`src/rtl/segment_scan_decoder.sv`:
```
// segment_scan_decoder: receive side of the multiplexed 7-segment scan bus.
// Samples anode/cathode lines and rebuilds four hex digits. It emits a one-cycle
// frame strobe once every digit slot has been captured since the last frame.
// Latency: a capture is taken on the edge where the settle counter reaches SETTLE.
//          frame_valid is high for the cycle that follows the completing capture.
// Backpressure: none. This is a passive observer, and the outputs hold until the next frame.
// Ports:
//   clock, reset      : rising-edge clock, synchronous active-high reset
//   an_in[3:0]        : active-low anodes; a single low bit k selects digit k
//   seg_in[6:0]       : active-low cathodes {g,f,e,d,c,b,a}
//   digits[15:0]      : last complete frame, digit k in [4k+3:4k]
//   blank_mask[3:0]   : digit k was dark (all segments off) in the last frame
//   frame_valid       : one-cycle strobe when digits/blank_mask update
//   glyph_error       : sticky flag for an unrecognised segment pattern
module segment_scan_decoder #(
  parameter int unsigned SETTLE = 4,
  parameter int unsigned CNT_W  = 8
) (
  input  logic        clock,
  input  logic        reset,
  input  logic [3:0]  an_in,
  input  logic [6:0]  seg_in,
  output logic [15:0] digits,
  output logic [3:0]  blank_mask,
  output logic        frame_valid,
  output logic        glyph_error
);

  localparam logic [CNT_W-1:0] SETTLE_C    = CNT_W'(SETTLE);
  localparam logic [CNT_W-1:0] SETTLE_M1_C = CNT_W'(SETTLE - 1);

  // Registered state
  logic [3:0]       prev_an_q,      prev_an_d;
  logic [6:0]       prev_seg_q,     prev_seg_d;
  logic [CNT_W-1:0] cnt_q,          cnt_d;
  logic [15:0]      shadow_q,       shadow_d;
  logic [3:0]       shadow_blank_q, shadow_blank_d;
  logic [3:0]       mask_q,         mask_d;
  logic [15:0]      digits_q,       digits_d;
  logic [3:0]       blank_q,        blank_d;
  logic             fv_q,           fv_d;
  logic             err_q,          err_d;

  // Combinational helpers
  logic       sel_vld;
  logic [1:0] sel_idx;
  logic       stable;
  logic       capture;
  logic       glyph_hit;
  logic       glyph_blank;
  logic [3:0] glyph_val;
  logic [3:0] mask_set;

  // Exactly one low anode qualifies a slot. Idle and overlapping selects
  // (ghosting during anode changeover) are simply ignored.
  always_comb begin
    sel_vld = 1'b0;
    sel_idx = 2'd0;
    case (an_in)
      4'b1110: begin sel_vld = 1'b1; sel_idx = 2'd0; end
      4'b1101: begin sel_vld = 1'b1; sel_idx = 2'd1; end
      4'b1011: begin sel_vld = 1'b1; sel_idx = 2'd2; end
      4'b0111: begin sel_vld = 1'b1; sel_idx = 2'd3; end
      default: begin sel_vld = 1'b0; sel_idx = 2'd0; end
    endcase
  end

  // Segment pattern to hex value. Patterns are active-low {g,f,e,d,c,b,a}.
  always_comb begin
    glyph_hit   = 1'b1;
    glyph_blank = 1'b0;
    glyph_val   = 4'h0;
    case (seg_in)
      7'b1000000: glyph_val = 4'h0;
      7'b1111001: glyph_val = 4'h1;
      7'b0100100: glyph_val = 4'h2;
      7'b0110000: glyph_val = 4'h3;
      7'b0011001: glyph_val = 4'h4;
      7'b0010010: glyph_val = 4'h5;
      7'b0000010: glyph_val = 4'h6;
      7'b1111000: glyph_val = 4'h7;
      7'b0000000: glyph_val = 4'h8;
      7'b0010000: glyph_val = 4'h9;
      7'b0001000: glyph_val = 4'hA;
      7'b0000011: glyph_val = 4'hB;
      7'b1000110: glyph_val = 4'hC;
      7'b0100001: glyph_val = 4'hD;
      7'b0000110: glyph_val = 4'hE;
      7'b0001110: glyph_val = 4'hF;
      7'b1111111: begin
        glyph_hit   = 1'b0;
        glyph_blank = 1'b1;
      end
      default: glyph_hit = 1'b0;
    endcase
  end

  // Settle counter. It counts edges on which the bus matched the previous sample.
  // It saturates so that only the SETTLE-1 -> SETTLE step produces a capture,
  // which gives one capture per dwell however long the digit is held.
  always_comb begin
    stable  = (an_in == prev_an_q) && (seg_in == prev_seg_q);
    capture = sel_vld && stable && (cnt_q == SETTLE_M1_C);
    cnt_d   = '0;
    if (sel_vld && stable) begin
      cnt_d = (cnt_q == SETTLE_C) ? cnt_q : cnt_q + CNT_W'(1);
    end
  end

  // The mask includes this capture's own slot, so the frame completes on the
  // capture that fills the last slot.
  assign mask_set = mask_q | (4'b0001 << sel_idx);

  always_comb begin
    prev_an_d      = an_in;
    prev_seg_d     = seg_in;
    shadow_d       = shadow_q;
    shadow_blank_d = shadow_blank_q;
    mask_d         = mask_q;
    digits_d       = digits_q;
    blank_d        = blank_q;
    fv_d           = 1'b0;
    err_d          = err_q;

    if (capture) begin
      mask_d = mask_set;
      if (glyph_hit) begin
        shadow_d[{sel_idx, 2'b00} +: 4] = glyph_val;
        shadow_blank_d[sel_idx]         = 1'b0;
      end else if (glyph_blank) begin
        // A dark digit keeps its last nibble; only the blank flag changes.
        shadow_blank_d[sel_idx] = 1'b1;
      end else begin
        err_d = 1'b1;
      end

      if (mask_set == 4'b1111) begin
        digits_d = shadow_d;
        blank_d  = shadow_blank_d;
        fv_d     = 1'b1;
        mask_d   = 4'b0000;
      end
    end
  end

  always_ff @(posedge clock) begin
    if (reset) begin
      prev_an_q      <= 4'b0000;
      prev_seg_q     <= 7'b0000000;
      cnt_q          <= '0;
      shadow_q       <= 16'h0000;
      shadow_blank_q <= 4'b0000;
      mask_q         <= 4'b0000;
      digits_q       <= 16'h0000;
      blank_q        <= 4'b0000;
      fv_q           <= 1'b0;
      err_q          <= 1'b0;
    end else begin
      prev_an_q      <= prev_an_d;
      prev_seg_q     <= prev_seg_d;
      cnt_q          <= cnt_d;
      shadow_q       <= shadow_d;
      shadow_blank_q <= shadow_blank_d;
      mask_q         <= mask_d;
      digits_q       <= digits_d;
      blank_q        <= blank_d;
      fv_q           <= fv_d;
      err_q          <= err_d;
    end
  end

  assign digits      = digits_q;
  assign blank_mask  = blank_q;
  assign frame_valid = fv_q;
  assign glyph_error = err_q;

endmodule

```
`config.mk`:
```
export PLATFORM = sky130hd
export DESIGN_NAME = segment_scan_decoder
export DESIGN_NICKNAME = d
export VERILOG_FILES = /design/src/rtl/segment_scan_decoder.sv
export SDC_FILE = /design/constraint.sdc
export NUM_CORES = 1
export LEC_CHECK = 0
export ABC_AREA = 1
export CORE_AREA = 2 2 87 89
export DETAILED_ROUTE_END_ITERATION = 7
export DIE_AREA = 0 0 89 91
export GPL_TIMING_DRIVEN = 0
export PLACE_DENSITY = 0.66
export SETUP_SLACK_MARGIN = 0.2
export SLEW_MARGIN = 0
export SYNTH_ARGS = -nofsm -noshare
export SYNTH_HDL_FRONTEND = slang
export SYNTH_SLANG_ARGS = --single-unit
```
`constraint.sdc`:
```
create_clock -name clock -period 2.4 [get_ports clock]
set_input_delay 0.24 -clock clock [delete_from_list [all_inputs] [get_ports clock]]
set_output_delay 0.24 -clock clock [all_outputs]
set_load 0.02 [all_outputs]
```
==> flow_summary.toml, run 1 <==
[global_route]
grt_pass1_vias = 2983
grt_max_degree = 12
grt_overflow_total = 0
grt_pass1_wl_um = 13400
grtUsageTotal_pct = 20.9
antenna_found_initial = 0

[critical_path]
cp.arrival_ps = 2280
cp-end-kind = "flip-flop"
start_kind = "primary input"
rrSetupSlack_ps = 480
rr_worst_depth = 10
timing.rr.end = "shadow_q[14]"
crit_fanout = 10
critPathRequiredTime_ps = 2640
r2r_start = "cnt_q[1]"
path_class = "primary input to flip-flop"

[clock_tree]
cts_tree = "built"
cts_max_level = 3
cts_max_path_buffers = 2
clk_latency_ps = 340
cts_root_buf = "clkbuf_8"
cts.sinks = 65
cts_buffers = 9
clk_pin_slew_ps = 70

[pwr]
power_mw = 2.16
p_leak_nw = 2.06
p_per_area_nw_per_um2 = 505
ir_drop_uv = 243

[synth]
synth_top_area_cell = "dfxtp_1"
syn_inst = 526
synth_area_sq_um = 3500
synth_nets = 548
synth.most_common_cell = "nand2_1"
synth_area_leaders = "dfxtp_1 (37%), nand2_1 (18%), nand3_1 (7.7%), nor2_1 (6.5%), inv_1 (6.3%)"
ys_seq_area_share_pct = 37.1
synth_common_cells = "nand2_1 (164), dfxtp_1 (65), nor2_1 (61)"
synth_top_area_share_pct = 37.1
async_flop_share_pct = 0
avgSynthCellArea_sq_um = 6.66
ys_types = 32
yosysWarnings = 0
ys_seq_elements = 65
synth_ff_type = "dfxtp_1"
synth_edf_count = 0

[sta]
setup_viol = 0
drv_slew = 0
hold_viol = 0
rsz0062_at_grt = "false"
fmax_mhz = 489
slew_headroom_pct = 66.2
final.setup.tns_ps = 0
finClkSkew_ps = 10.1
worst_pin_slew_ps = 507
finalCriticalPeriod_ps = 2050
fin_crit_sh_pct = 85.3

[finish]
nets = 600
fin_cells = 682
num_antenna_cells = 0
area_growth_pct = 22.2
layout-drive-gt1-share_pct = 13.0

[placed_design]
portBuffers = 33
placedCellCount = 658
dp_hpwl_um = 6060
gp_congestion = 0.909

[job]
maxCapViolCount = 0

[die]
num_rows = 31
coreArea_sq_um = 7140
ios = 35
die-area_sq_um = 8100
die_x_um = 89
die_h_um = 91
start_util_pct = 49.1

[routing]
wl_per_cell_um = 11.7
drc = 0
via_per_inst = 4.82
dr.pass1.iters = 4
routed_wl_um = 7970
num_vias = 3289
ant_nets = 0
drt_iter0_drc = 147

[worst_hold_path]
min_to = "prev_an_q[1]"
min_path_type = "primary input to flip-flop"
hp-start = "an_in[1]"
whs_path_depth = 3

[status]
status = "complete, no violations"
[cell type report]
cell class	instances	area (sq um)
plain buffers	14	92.6
clock buffers	12	165
clock inverters	4	26.3
fillers	693	2850
inverters	68	260
multi-input cells	379	1920
flip-flops and latches	65	1300
well taps	99	124
repair buffers	41	393
[power by group]
part | internal (mW) | switching, mW
clock network | 0.457 | 0.417
registers | 1.09 | 0.00408
logic | 0.0674 | 0.131
[cell usage in the layout (no fill, tap or decap), types with 2 or more instances in the layout]
master / synthesis / routed
buf_2: 5 / 5
buf_4: 2 / 8
dfxtp_1: 65 / 65
nand3_1: 54 / 53
nand2_2: 6 / 7
xnor2_1: 9 / 9
nor3b_1: 2 / 2
clkdlybuf4s15_1: 0 / 2
inv_1: 59 / 55
nand4_1: 8 / 8
nand2_4: 2 / 2
o21a_1: 19 / 19
a21oi_1: 14 / 14
clkdlybuf4s50_1: 0 / 29
xor2_1: 2 / 2
inv_2: 8 / 11
clkbuf_8: 0 / 12
buf_6: 3 / 4
nor3_1: 5 / 4
or2_2: 2 / 2
ha_1: 9 / 6
nor2_2: 4 / 4
inv_4: 1 / 2
nor2_1: 61 / 61
clkinv_2: 0 / 2
clkbuf_2: 0 / 2
ha_2: 0 / 2
clkbuf_1: 4 / 4
nand2_1: 164 / 163
nor4_2: 0 / 2
o21ai_0: 9 / 9
[critical path: stages]
cell	delay (ps)
clkdlybuf4s15_1	220
nand2_2	160
nor3_4	60
a31oi_4	240
ha_4	210
nor2_1	60
nor4_2	310
nand4_1	230
buf_4	220
buf_2	180
nand3_1	90
nand2_1	60
[per-stage QoR]
stage          hold WS, ps  area (sq um)  worst slack, ps  utilization [%]
2_1_floorplan          358          3500              281                -
3_3_place_gp           450          3960             -917             55.5
3_5_place_dp           459          3960             -949             55.5
4_1_cts                270          4250              230             59.5
5_1_grt                207          4280              205             60.0
6_report               190          4280              354             60.0
[kinds of logic (layout without fill, tap and decap cells)]
family          count (synthesis)  in the layout  share of synthesized area [%]
simple gates                  314            314                           38.9
xor+xnor                       11             11                           2.75
buf+inv                        82            139                           9.89
compound gates                 45             45                           8.14
fa+ha+maj                       9              9                           3.21
flops                          65             65                           37.1
[what timing repair did]
action / CTS / global route
setup buffers: 6 / 2
pin swaps: 4 / 6
hold buffers: 0 / 0
resized for setup: 19 / 9
setup endpoints to repair: 27 / 39
[sequential cells by signal (all words and copies together), names as in the netlist]
register / cells
shadow_blank_q: 4
frame_valid: 1
blank_mask: 4
cnt_q: 8
digits: 16
glyph_error: 1
shadow_q: 16
prev_an_q: 4
prev_seg_q: 7
mask_q: 4
[worst max-delay path by stage]
stage,from,to,depth (start not counted)
global route,an_in[3],digits[15],13
floorplan,an_in[0],digits[10],11
CTS,an_in[2],digits[8],13
global placement,an_in[2],blank_mask[3],12
finish,an_in[3],digits[8],12
detailed placement,an_in[2],digits[15],12
[layer usage]
metal	global-route usage, %	routed length [um]
met5	0	0
met4	5.97	115
met3	4.73	398
met2	31.3	3430
met1	30.0	4020
Power figures use the tool's default switching activity.
==> run 2: changes to the inputs <==
GPL_ROUTABILITY_DRIVEN = 0   (was unset)
==> run 2 against run 1 <==
- critical path depth increased by 4
- setup slack better by 23 ps
- via count up 0.97%
- combinational power barely moved
- final cell count is the same
- non-clock buffer count unchanged
==> flow_summary.toml, run 2 (synthesis gave the netlist of run 1 again) <==
[status]
status = "complete, no violations"

[finish]
final_common_cell = "nand2_1"
final_cell_area_sq_um = 4320
layout_common_cells = "nand2_1 (163), dfxtp_1 (65), nor2_1 (61)"
num_antenna_cells = 0
fill_cells = 687
multi_input_area_sq_um = 1930
nets = 600
area_growth_pct = 23.1
layout-drive-gt1-share_pct = 13.0
seq_area_sq_um = 1300

[routing]
drt_iter0_drc = 201
dr.pass1.iters = 5
wl_per_cell_um = 11.6
via_per_inst = 4.87
num_vias = 3321
ant_nets = 0
routed_wl_um = 7930
drc = 0

[die]
start_util_pct = 49.1
num_rows = 31
die_h_um = 91
die_x_um = 89
die-area_sq_um = 8100
ios = 35
coreArea_sq_um = 7140

[sta]
fin_crit_sh_pct = 84.3
fmax_mhz = 494
rsz0062_at_grt = "false"
final.setup.tns_ps = 0
setup_viol = 0
finClkSkew_ps = 8.86
finalCriticalPeriod_ps = 2020
hold_viol = 0
timing.hold.ws_ps = 198
worst_pin_slew_ps = 491
drv_slew = 0
setup_ws_ps = 377
slew_headroom_pct = 67.3

[pwr]
seq_power_share_pct = 47.1
ir_drop_uv = 308
power_frac_clock_pct = 44.3
p_leak_nw = 2.07
p_int_mw = 1.74
power_mw = 2.32
netSwitchingFraction_pct = 24.8
p_per_area_nw_per_um2 = 537
combPwrFrac_pct = 8.6
p_sw_mw = 0.573

[global_route]
grtUsageTotal_pct = 20.6
grt_max_degree = 13
grt.busiest_layer = "met2"
antenna_found_initial = 0
use_met3_pct = 3.09
grt.met2_usage_pct = 30.5
grt_pass1_vias = 2954
grt_pass1_wl_um = 13400
grt_use_met1_pct = 30.1
grt_overflow_total = 0

[clock_tree]
cts_tree = "built"
holdBufCountCts = 0
cts_max_path_buffers = 2
cts_max_level = 3
cts.sinks = 65
cts_root_buf = "clkbuf_8"
clk_pin_slew_ps = 80
cts_buffers = 9
clk_latency_ps = 350

[placed_design]
dp_hpwl_um = 5990
place_area_sq_um = 3960
dp_slack_ps = -900
portBuffers = 33

[critical_path]
path_class = "primary input to flip-flop"
crit_family = "simple AND/OR/NAND/NOR gates"
start_kind = "primary input"
crit_fanout = 6
cpPeakStageDelay_ps = 300
worst-path-buf-inv = 7
critPathRequiredTime_ps = 2690
worstPathCellList = "clkdlybuf4s15_1 > inv_2 > nor3_4 > a31oi_4 > inv_2 > ha_2 > nor2_1 > nor4_2 > buf_4 > buf_4 > buf_4 > nand2_1 > nor2_4 > buf_12 > nand2_1 > nand2_1"
slowest_stage = "nor4_2"
cp-end-kind = "flip-flop"
cp.arrival_ps = 2310

[job]
maxCapViolCount = 0

[worst_hold_path]
min_path_type = "primary input to flip-flop"
[run 2: worst reg2reg max path, cell delays in order, from the launching register on]
cell and delay (ps):
dfxtp_1 370, ha_1 190, inv_1 70, nor4_2 330
nand3_2 240, inv_2 130, buf_6 150, buf_6 150
nand3_1 90, nand2_1 70, inv_1 30
[run 2: through the flow]
step,utilization [%],std cells
5_1_grt,60.5,682
3_5_place_dp,55.5,658
6_report,60.5,682
2_1_floorplan,-,526
4_1_cts,60.1,681
3_3_place_gp,55.5,658
[run 2: worst paths after layout]
check / from / end / slack, ps / cells past startpoint
worst max-delay path: an_in[0] / digits[5] / 380 / 16
worst min-delay path: an_in[1] / prev_an_q[1] / 200 / 3
worst max register to register: cnt_q[0] / shadow_q[13] / 490 / 10
worst min register to register: digits[3] / digits[3] / 470 / 2
[run 2: final cells by class]
class / instances / area share [%]
clock buffers: 10 / 2.96
multi-input cells: 379 / 44.7
repair buffers: 41 / 9.08
inverters: 68 / 5.97
flip-flops and latches: 65 / 30.2
clock inverters: 6 / 2.15
plain buffers: 14 / 2.17
well taps: 99 / 2.87
[run 2: power groups by stage]
stage	Combinational, mW	Clock [mW]	Sequential [mW]
after detailed placement	0.185	0	1.12
after global routing	0.220	1.10	1.09
final	0.199	1.03	1.09
after floorplan	0.127	0	1.12
after CTS	0.196	1.05	1.09
after global placement	0.183	0	1.12
[run 2: routing by layer]
layer  part of all wire, %  routed length [um]
met4                   1.8                 146
met3                   3.7                 296
met2                    43                3420
met1                    51                4060
met5                     0                   0
[run 2: what timing repair did]
item	4_1_cts	5_1_grt
setup buffers	7	1
pin swaps	6	5
resized for setup	19	12
endpoints found under the setup margin	27	43
==> run 3: changes to the inputs <==
PLACE_DENSITY = 0.69   (was 0.66)
clock period = 1.8 ns   (was 2.4 ns; I/O delays follow)
==> run 3 against run 2 <==
- clock power is 52% higher
- register-to-register slack worse by 400 ps
- via count is 8.2% higher
- critical path type unchanged
==> flow_summary.toml, run 3 (synthesis gave the netlist of run 1 again) <==
[status]
status = "complete, no violations"

[clock_tree]
clk_pin_slew_ps = 80
cts.sinks = 65
cts_max_level = 3
clk_latency_ps = 350
holdBufCountCts = 0
cts_root_buf = "clkbuf_8"
cts_buffers = 9
cts_tree = "built"
cts_max_path_buffers = 2

[finish]
area_growth_pct = 46.4
layout-drive-gt1-share_pct = 31.5
final_cell_area_sq_um = 5130
fin_cells = 708
nets = 626
num_antenna_cells = 0
fill_cells = 554
layout_common_cells = "nand2_1 (139), dfxtp_1 (59), inv_1 (50)"
final_common_cell = "nand2_1"

[pwr]
p_leak_nw = 2.38
p_per_area_nw_per_um2 = 655
ir_drop_uv = 416

[routing]
ant_nets = 0
routed_wl_um = 9430
num_vias = 3594
dr.pass1.iters = 5
drt_iter0_drc = 147
drc = 0
wl_per_cell_um = 13.3
via_per_inst = 5.08

[critical_path]
path_class = "primary input to flip-flop"
crit_fanout = 5
critPathRequiredTime_ps = 2090
cp.arrival_ps = 2030
cp-end-kind = "flip-flop"
start_kind = "primary input"

[sta]
fmax_mhz = 574
rsz0062_at_grt = "true"
finalCriticalPeriod_ps = 1740
fin_crit_sh_pct = 96.7
finClkSkew_ps = 13.0
setup_viol = 0
final.setup.tns_ps = 0
drv_slew = 0
slew_headroom_pct = 67.4
hold_viol = 0
worst_pin_slew_ps = 490

[global_route]
antenna_found_initial = 0
grt_pass1_vias = 3304
grt_overflow_total = 0
grtUsageTotal_pct = 23.0
grt_max_degree = 14
grt_pass1_wl_um = 14800

[placed_design]
place_area_sq_um = 4070
dp_hpwl_um = 6000
placedCellCount = 658
portBuffers = 33

[job]
maxCapViolCount = 0

[worst_hold_path]
min_path_type = "primary input to flip-flop"

[die]
die-area_sq_um = 8100
num_rows = 31
ios = 35
start_util_pct = 49.1
die_x_um = 89
coreArea_sq_um = 7140
die_h_um = 91
run 3: cell type report:
cell class / count / area (sq um) / area share [%]
Timing Repair Buffer: 67 / 712 / 13.9
Clock buffer: 9 / 124 / 2.41
Tap cell: 99 / 124 / 2.41
Sequential cell: 65 / 1310 / 25.5
Inverter: 68 / 282 / 5.49
Clock inverter: 7 / 125 / 2.44
Buffer: 14 / 125 / 2.44
Multi-Input combinational cell: 379 / 2330 / 45.4
run 3: critical path, cell delays in order:
cell and delay (ps):
buf_8 110, nand2_8 70, nor3_4 50, a31oi_4 240, buf_12 140, ha_4 140
nor2_4 40, nor4_4 310, nand4_1 150, buf_6 160, nor2_4 170, buf_6 170
nand2_2 50, nand2_1 50
run 3: worst paths after layout:
| kind | slack [ps] | startpoint | endpoint | cells past startpoint |
|---|---|---|---|---|
| setup / recovery | 60 | an_in[3] | blank_mask[2] | 14 |
| hold / removal | 100 | an_in[2] | prev_an_q[2] | 3 |
| setup reg to reg | 90 | cnt_q[1] | shadow_q[7] | 11 |
| hold reg to reg | 470 | blank_mask[0] | blank_mask[0] | 2 |
run 3: per-layer routing:
layer / vias up / wire length (um) / global-route usage [%]
met5: - / 0 / 0
li1: 1813 / - / -
met4: 0 / 223 / 7.84
met3: 21 / 344 / 5.09
met2: 92 / 4620 / 37.5
met1: 1668 / 4230 / 29.6
run 3: stage by stage:
step	utilization, %	hold WS [ps]	power, mW	worst slack, ps
global route	71.9	101	3.48	-16.6
detailed placement	57.1	462	1.76	-1360
global placement	57.1	458	1.76	-1320
finish	71.9	96.3	3.36	58.7
CTS	66.2	84.0	3.35	96.3
floorplan	-	298	1.67	-84.1
run 3: power by group:
| part | total [mW] | internal [mW] | switching, mW | leakage, nW |
|---|---|---|---|---|
| registers | 1.46 | 1.45 | 0.00653 | 0.529 |
| clock network | 1.57 | 0.934 | 0.637 | 0.124 |
| logic | 0.333 | 0.122 | 0.211 | 1.73 |
run 3: timing repair:
item                       in CTS  in global routing
cloned                          2                  3
setup endpoints to repair      54                 51
buffers inserted               23                  6
pin swaps                      13                 42
gates resized for setup        81                 93
